### config.mk
export PLATFORM = sky130hd
export DESIGN_NAME = icb_arbiter_2to1
export DESIGN_NICKNAME = d
export VERILOG_FILES = /design/src/rtl/icb_arbiter_2to1.sv
export SDC_FILE = /design/constraint.sdc
export NUM_CORES = 1
export LEC_CHECK = 0
export ABC_AREA = 1
export CORE_AREA = 2 2 126 128
export CTS_BUF_LIST = sky130_fd_sc_hd__clkbuf_4 sky130_fd_sc_hd__clkbuf_8 sky130_fd_sc_hd__clkbuf_16
export DETAILED_ROUTE_END_ITERATION = 8
export DIE_AREA = 0 0 128 130
export PLACE_DENSITY = 0.54
export SYNTH_ARGS = -nofsm -noshare
export SYNTH_HDL_FRONTEND = slang
export SYNTH_SLANG_ARGS = --single-unit
export TNS_END_PERCENT = 1
### constraint.sdc
create_clock -name s_icb_aclk -period 2.6 [get_ports s_icb_aclk]
set_clock_uncertainty 0.05 [all_clocks]
set_input_delay 0.78 -clock s_icb_aclk [delete_from_list [all_inputs] [get_ports s_icb_aclk]]
set_output_delay 0.78 -clock s_icb_aclk [all_outputs]
set_load 0.03 [all_outputs]
### src/rtl/icb_arbiter_2to1.sv
// Two-master to one-slave ICB arbiter: combinational command mux with a stall lock,
// and an in-order ID FIFO that steers each downstream response back to its issuer.
module icb_arbiter_2to1 #(
    parameter string arb_mode         = "round_robin",
    parameter int    outstanding_n    = 4,
    parameter int    simulation_delay = 1
) (
    input  logic        s_icb_aclk,
    input  logic        s_icb_aresetn,

    input  logic [31:0] s0_icb_cmd_addr,
    input  logic        s0_icb_cmd_read,
    input  logic [31:0] s0_icb_cmd_wdata,
    input  logic [3:0]  s0_icb_cmd_wmask,
    input  logic        s0_icb_cmd_valid,
    output logic        s0_icb_cmd_ready,
    output logic [31:0] s0_icb_rsp_rdata,
    output logic        s0_icb_rsp_err,
    output logic        s0_icb_rsp_valid,
    input  logic        s0_icb_rsp_ready,

    input  logic [31:0] s1_icb_cmd_addr,
    input  logic        s1_icb_cmd_read,
    input  logic [31:0] s1_icb_cmd_wdata,
    input  logic [3:0]  s1_icb_cmd_wmask,
    input  logic        s1_icb_cmd_valid,
    output logic        s1_icb_cmd_ready,
    output logic [31:0] s1_icb_rsp_rdata,
    output logic        s1_icb_rsp_err,
    output logic        s1_icb_rsp_valid,
    input  logic        s1_icb_rsp_ready,

    output logic [31:0] m_icb_cmd_addr,
    output logic        m_icb_cmd_read,
    output logic [31:0] m_icb_cmd_wdata,
    output logic [3:0]  m_icb_cmd_wmask,
    output logic        m_icb_cmd_valid,
    input  logic        m_icb_cmd_ready,
    input  logic [31:0] m_icb_rsp_rdata,
    input  logic        m_icb_rsp_err,
    input  logic        m_icb_rsp_valid,
    output logic        m_icb_rsp_ready
);

    localparam int ptr_w = $clog2(outstanding_n);
    localparam logic [ptr_w:0] ptr_one = 1;
    localparam bit fixed_mode = (arb_mode == "fixed");

    // Register updates are delay-free; simulation_delay is kept only so existing
    // instantiations keep elaborating, and is range-checked with the depth.
    if (outstanding_n < 2 || outstanding_n > 16 ||
        (outstanding_n & (outstanding_n - 1)) != 0 || simulation_delay < 0) begin : g_param_check
        $error("icb_arbiter_2to1: outstanding_n must be a power of 2 in 2..16");
    end

    // Grant encoding: 0 = s0 (instruction fetch), 1 = s1 (data).
    logic             grant;
    logic             lock;
    logic             locked_grant;
    logic             last_grant;
    logic [ptr_w:0]   wptr;
    logic [ptr_w:0]   rptr;
    logic [outstanding_n-1:0] id_mem;
    logic             fifo_empty;
    logic             fifo_full;
    logic             head_id;
    logic             cmd_hs;
    logic             rsp_pop;

    always_comb begin
        grant = 1'b0;
        if (lock) begin
            grant = locked_grant;
        end else if (s0_icb_cmd_valid && s1_icb_cmd_valid) begin
            grant = fixed_mode ? 1'b1 : ~last_grant;
        end else if (s1_icb_cmd_valid) begin
            grant = 1'b1;
        end
    end

    assign fifo_empty = (wptr == rptr);
    assign fifo_full  = (wptr[ptr_w] != rptr[ptr_w]) &&
                        (wptr[ptr_w-1:0] == rptr[ptr_w-1:0]);
    assign head_id    = id_mem[rptr[ptr_w-1:0]];

    // Full blocks commands regardless of a same-cycle pop, keeping ready off the rsp path.
    assign m_icb_cmd_addr   = grant ? s1_icb_cmd_addr  : s0_icb_cmd_addr;
    assign m_icb_cmd_read   = grant ? s1_icb_cmd_read  : s0_icb_cmd_read;
    assign m_icb_cmd_wdata  = grant ? s1_icb_cmd_wdata : s0_icb_cmd_wdata;
    assign m_icb_cmd_wmask  = grant ? s1_icb_cmd_wmask : s0_icb_cmd_wmask;
    assign m_icb_cmd_valid  = (grant ? s1_icb_cmd_valid : s0_icb_cmd_valid) & ~fifo_full;
    assign s0_icb_cmd_ready = m_icb_cmd_ready & ~fifo_full & ~grant;
    assign s1_icb_cmd_ready = m_icb_cmd_ready & ~fifo_full &  grant;
    assign cmd_hs           = m_icb_cmd_valid & m_icb_cmd_ready;

    assign s0_icb_rsp_rdata = m_icb_rsp_rdata;
    assign s0_icb_rsp_err   = m_icb_rsp_err;
    assign s1_icb_rsp_rdata = m_icb_rsp_rdata;
    assign s1_icb_rsp_err   = m_icb_rsp_err;
    assign s0_icb_rsp_valid = m_icb_rsp_valid & ~fifo_empty & ~head_id;
    assign s1_icb_rsp_valid = m_icb_rsp_valid & ~fifo_empty &  head_id;

    // A response with nothing outstanding is accepted and dropped so the slave cannot hang.
    assign m_icb_rsp_ready = fifo_empty ? m_icb_rsp_valid
                                        : (head_id ? s1_icb_rsp_ready : s0_icb_rsp_ready);
    assign rsp_pop         = m_icb_rsp_valid & m_icb_rsp_ready & ~fifo_empty;

    always_ff @(posedge s_icb_aclk or negedge s_icb_aresetn) begin
        if (!s_icb_aresetn) begin
            lock         <= 1'b0;
            locked_grant <= 1'b0;
            last_grant   <= 1'b0;
            wptr         <= '0;
            rptr         <= '0;
        end else begin
            // NOTE: non-blocking assignments so every register samples pre-edge values.
            lock         <= m_icb_cmd_valid & ~m_icb_cmd_ready;
            locked_grant <= grant;
            if (cmd_hs) begin
                last_grant <= grant;
                wptr       <= wptr + ptr_one;
            end
            if (rsp_pop) begin
                rptr <= rptr + ptr_one;
            end
        end
    end

    // NOTE: ID storage is not reset; entries are only read between pointers that reset clears.
    always_ff @(posedge s_icb_aclk) begin
        if (cmd_hs) begin
            id_mem[wptr[ptr_w-1:0]] <= grant;
        end
    end

endmodule
== Yosys cells after proc, flatten, opt, wreduce, memory -nomap -nowiden ==
Cells that the tools add are included.

* Register bits after elaboration: 13
* Input port bits: 179
* Output and inout port bits: 141
* Word-level logic and storage cells: 49

* $add $sub $neg: 2
* $lt $le $gt $ge: 3
* Equal/unequal tests: 3
* Multiplexer cells: 15
* Bitwise operators: 17
* Reduce and logical (&&, ||, !) cells: 3

{| class="wikitable"
|+ Operator list
! cell !! number
|-
| 2-to-1 mux 32 bit || 2
|-
| bitwise AND 1 bit || 11
|-
| 2-to-1 mux 1 bit || 9
|-
| adder 3 x 1 -> 3 bit (second input constant) || 2
|-
| < comparator 2 x 3 -> 1 bit (second input constant) || 2
|-
| inverter 1 bit || 6
|-
| bitwise mux 4 bit || 1
|-
| 2-to-1 mux 4 bit || 1
|-
| equality test 3 bit || 1
|-
| logical AND 1 bit || 3
|-
| binary-select mux 1 bit (select 2 bit) || 1
|-
| demux 1 bit (select 2 bit) || 1
|-
| equality test 2 bit || 1
|-
| >= comparator 2 x 1 -> 1 bit (second input constant) || 1
|-
| inequality test 1 bit || 1
|}

== Logic depth before layout (Yosys ltp) ==
* Word-level depth: 6
* Mapped depth: 9
* Gate-level depth less buffers: 9

== Worst setup path before layout ==
Ideal clock, no wire load.

* Kind: input-to-output
* Start point: in s0_icb_cmd_valid
* End point: out s1_icb_cmd_ready
* Arrival: 1.743 ns
* Required time: 1.770 ns
* Setup slack: 0.027 ns
* Stages: 7
* Path buffers: 2
* Path through: nand2_1 nand3_1 nand2_1 buf_4 inv_2 buf_4 nor2_1

* Longest elaborated chain between the ends: 4

{| class="wikitable"
|+ RTL lines
! what !! RTL line !! text
|-
| start: declaration || 15 || <nowiki>input logic s0_icb_cmd_valid,</nowiki>
|-
| logical AND 1 bit || 74 || <nowiki>end else if (s0_icb_cmd_valid && s1_icb_cmd_valid) begin</nowiki>
|-
| 2-to-1 mux 1 bit || 74 ||
|-
| 2-to-1 mux 1 bit || 72 || <nowiki>if (lock) begin</nowiki>
|-
| bitwise AND 1 bit || 93 || <nowiki>assign s1_icb_cmd_ready = m_icb_cmd_ready & ~fifo_full & grant;</nowiki>
|-
| end: declaration || 27 || <nowiki>output logic s1_icb_cmd_ready,</nowiki>
|}

No other way between the ends.

== Worst setup path in the final report ==
* Start point: in s0_icb_cmd_valid
* End point: out m_icb_cmd_wdata[7]

* Longest elaborated chain between the ends: 4

{| class="wikitable"
|+ RTL lines
! what !! RTL line !! text
|-
| logical AND 1 bit || 74 ||
|-
| 2-to-1 mux 1 bit || 74 ||
|-
| 2-to-1 mux 1 bit || 72 ||
|-
| 2-to-1 mux 32 bit || 89 || <nowiki>assign m_icb_cmd_wdata = grant ? s1_icb_cmd_wdata : s0_icb_cmd_wdata;</nowiki>
|-
| end: declaration || 35 || <nowiki>output logic [31:0] m_icb_cmd_wdata,</nowiki>
|}

No other way between the ends.

==> impl_metrics.yaml <==
layout:
  final_cell_mix: "182 x nand2_1, 143 x clkdlybuf4s50_1, 72 x buf_6"
  drive_above_1_share_pct: 32.3
  num_antenna_cells: 0
  final_common_cell: "nand2_1"
  final_nets: 743
  area_growth_pct: 129
power:
  cellPowerDensity_nw_per_um2: 860
  comb_power_share_pct: 84.4
  p_clk_share_pct: 7.1
  switchingPower_w: 0.00207
  p_leak_nw: 2.39
  p_sw_share_pct: 49.0
  vdd_drop_max_mv: 0.380
  seqPwrFrac_pct: 8.5
  internal-power_w: 0.00215
placement:
  gp_congestion: 0.706
  hpwl_microns: 7380
  placement.io_buffers: 220
sta:
  period_share_pct: 105
  final_max_slew_viol_count: 0
  tightestPinTransition_ns: 0.476
  rsz0062_at_grt: "yes"
  relSlewSlack_pct: 68.2
  holdWs_ns: 0.478
  period_needed_ns: 2.73
  max_freq_mhz: 367
  tns_ns: -2.72
  final-setup-viol-count: 58
  finalWorstSetupSlack_ns: -0.126
  finalHoldViolCount: 0
cts:
  clkTransAtPathRegs_ns: 0.04
  cts_buffers: 3
  cts_root_buffer: "clkbuf_16"
  clock-sinks: 13
  cts-htree-levels: 1
  cts.path.max_buffers: 2
  clkLatencyLatePin_ns: 0.24
  cts_tree: "yes"
  ctsHoldBuffers: 0
routing:
  via_per_inst: 3.72
  drc: 0
  drt-initial-drc-count: 95
  routed-wl-met2_microns: 5080
  routedWlPerCell_microns: 13.6
  highest_layer: "met4"
  vias: 2788
  met3_wirelength_microns: 810
  wl_met1_microns: 4280
  firstDrtPassIters: 4
  drt-total-wl_microns: 10200
  ant_nets: 0
synth:
  yosysSeqAreaShare_pct: 16.1
  synth-xor-area-share_pct: 1.22
  ys_ff_latch: 13
  synth_nets: 570
  synth_top_cell_by_area: "nand2_1"
  syn_area_sq_um: 2150
  synthAdderAreaFrac_pct: 2.92
  synth_compound_area_share_pct: 0.525
  synth_top_family_by_area: "simple AND/OR/NAND/NOR gates"
  synth_area_leaders: "nand2_1 42%, buf_4 26%, dfrtp_1 10%"
  synthMuxAreaShare_pct: 0
  synth-simple-area-share_pct: 49.1
  yosysTopAreaCellShare_pct: 42.0
  syn_avg_cell_area_sq_um: 5.56
  synth_cell_types: 17
  yosysWarnings: 0
  synth_cells: 386
global_routing:
  grt_pass1_wl_microns: 15000
  overflow: 0
  grt_max_degree: 21
  grt_pass1_vias: 2772
  antenna_found_initial: 0
  grt_usage_pct: 11.3
floorplan:
  die_area_sq_um: 16600
  num_rows: 46
  num_io_pins: 320
  die_h_microns: 130
  initial_core_util_pct: 13.9
  core-area_sq_um: 15400
  die_w_microns: 128
worst_setup_path:
  worstPathRequired_ns: 1.77
  start_kind: "primary input"
  cp_data_arrival_time_ns: 1.90
  path_max_fanout: 8
  critPathKind: "primary input to output pin"
  end_kind: "output pin"
job:
  maxCapViolations: 0
status:
  status: "finished, violations left"
  violations: "setup timing"
hold_path:
  hp-class: "flop to flop"
layer usage:
metal | track usage [%] | vias up
li1 | - | 1439
met1 | 14.3 | 1213
met2 | 19.7 | 134
met3 | 3.61 | 2
met4 | 1.03 | 0
met5 | 0 | -
Yosys cell counts (all sizes together):
master	count
a21oi	1
a31oi	1
buf	81
dfrtp	9
edfxtp	4
ha	5
inv	15
nand2	243
nand3	11
nand4	4
nor2	9
xnor2	1
xor2	2
power groups by stage:
stage | combinational [W] | clock (W) | sequential, W
6_report | 0.00357 | 0.000299 | 0.000359
5_1_grt | 0.00382 | 0.000315 | 0.000373
4_1_cts | 0.00353 | 0.000301 | 0.000360
3_5_place_dp | 0.00267 | 0 | 0.000358
3_3_place_gp | 0.00268 | 0 | 0.000361
2_1_floorplan | 0.00179 | 0 | 0.000339
state kept, by name (all words and copies together) (netlist names):
name and flops:
id_mem 4, wptr 3, last_grant 1, lock 1, locked_grant 1, rptr 3
repair_timing:
action | in CTS | in global routing
gates resized for setup | 130 | 40
endpoints found under the setup margin | 72 | 72
setup buffers | 10 | 1
pin swaps | 14 | 10
cloned | 7 | 0
metrics by stage:
| step | area [sq um] | std cells | power [W] | setup slack, ns | util (%) |
|---|---|---|---|---|---|
| 2_1_floorplan | 2150 | 386 | 0.00213 | 0.0270 | - |
| 3_3_place_gp | 3960 | 728 | 0.00304 | -0.455 | 25.7 |
| 3_5_place_dp | 3960 | 728 | 0.00303 | -0.448 | 25.7 |
| 4_1_cts | 4800 | 749 | 0.00419 | -0.156 | 31.1 |
| 5_1_grt | 4910 | 750 | 0.00451 | -0.168 | 31.8 |
| 6_report | 4910 | 750 | 0.00422 | -0.126 | 31.8 |
cell type report:
cell class                 count  area [sq um]
fill                        1660         10500
timing repair buffer         249          2800
multi-input combinational    277          1380
sequential                    13           345
tap                          192           240
clock buffer                   4          82.6
inverter                      15          63.8
kinds of logic (layout without fill, tap and decap cells):
kind of cell | count (synthesis) | count (layout)
simple gates | 267 | 267
buf+inv | 96 | 268
flops | 13 | 13
fa+ha+maj | 5 | 5
xor+xnor | 3 | 3
compound gates | 2 | 2
path summary, 6_finish.rpt:
path                                        start                endpoint  slack (ns)  cells past startpoint
max                              s0_icb_cmd_valid      m_icb_cmd_wdata[7]       -0.13                     12
min                        last_grant$_DFFE_PN0P_  last_grant$_DFFE_PN0P_        0.48                      2
max reg2reg                        lock$_DFF_PN0_     id_mem[3]$_DFFE_PP_        0.82                     10
min reg2reg                last_grant$_DFFE_PN0P_  last_grant$_DFFE_PN0P_        0.48                      2
max in group asynchronous           s_icb_aresetn          lock$_DFF_PN0_        1.36                      1
min in group asynchronous           s_icb_aresetn     rptr[2]$_DFFE_PN0P_        0.82                      1
worst max-delay path: stages:
cell	delay, ns
buf_8	0.10
nand2_4	0.06
nand3_4	0.08
nand2_8	0.09
buf_12	0.11
inv_8	0.03
buf_12	0.11
buf_12	0.12
buf_16	0.15
nand2_4	0.06
nand2_2	0.05
buf_6	0.13
Power figures use the tool's default switching activity.
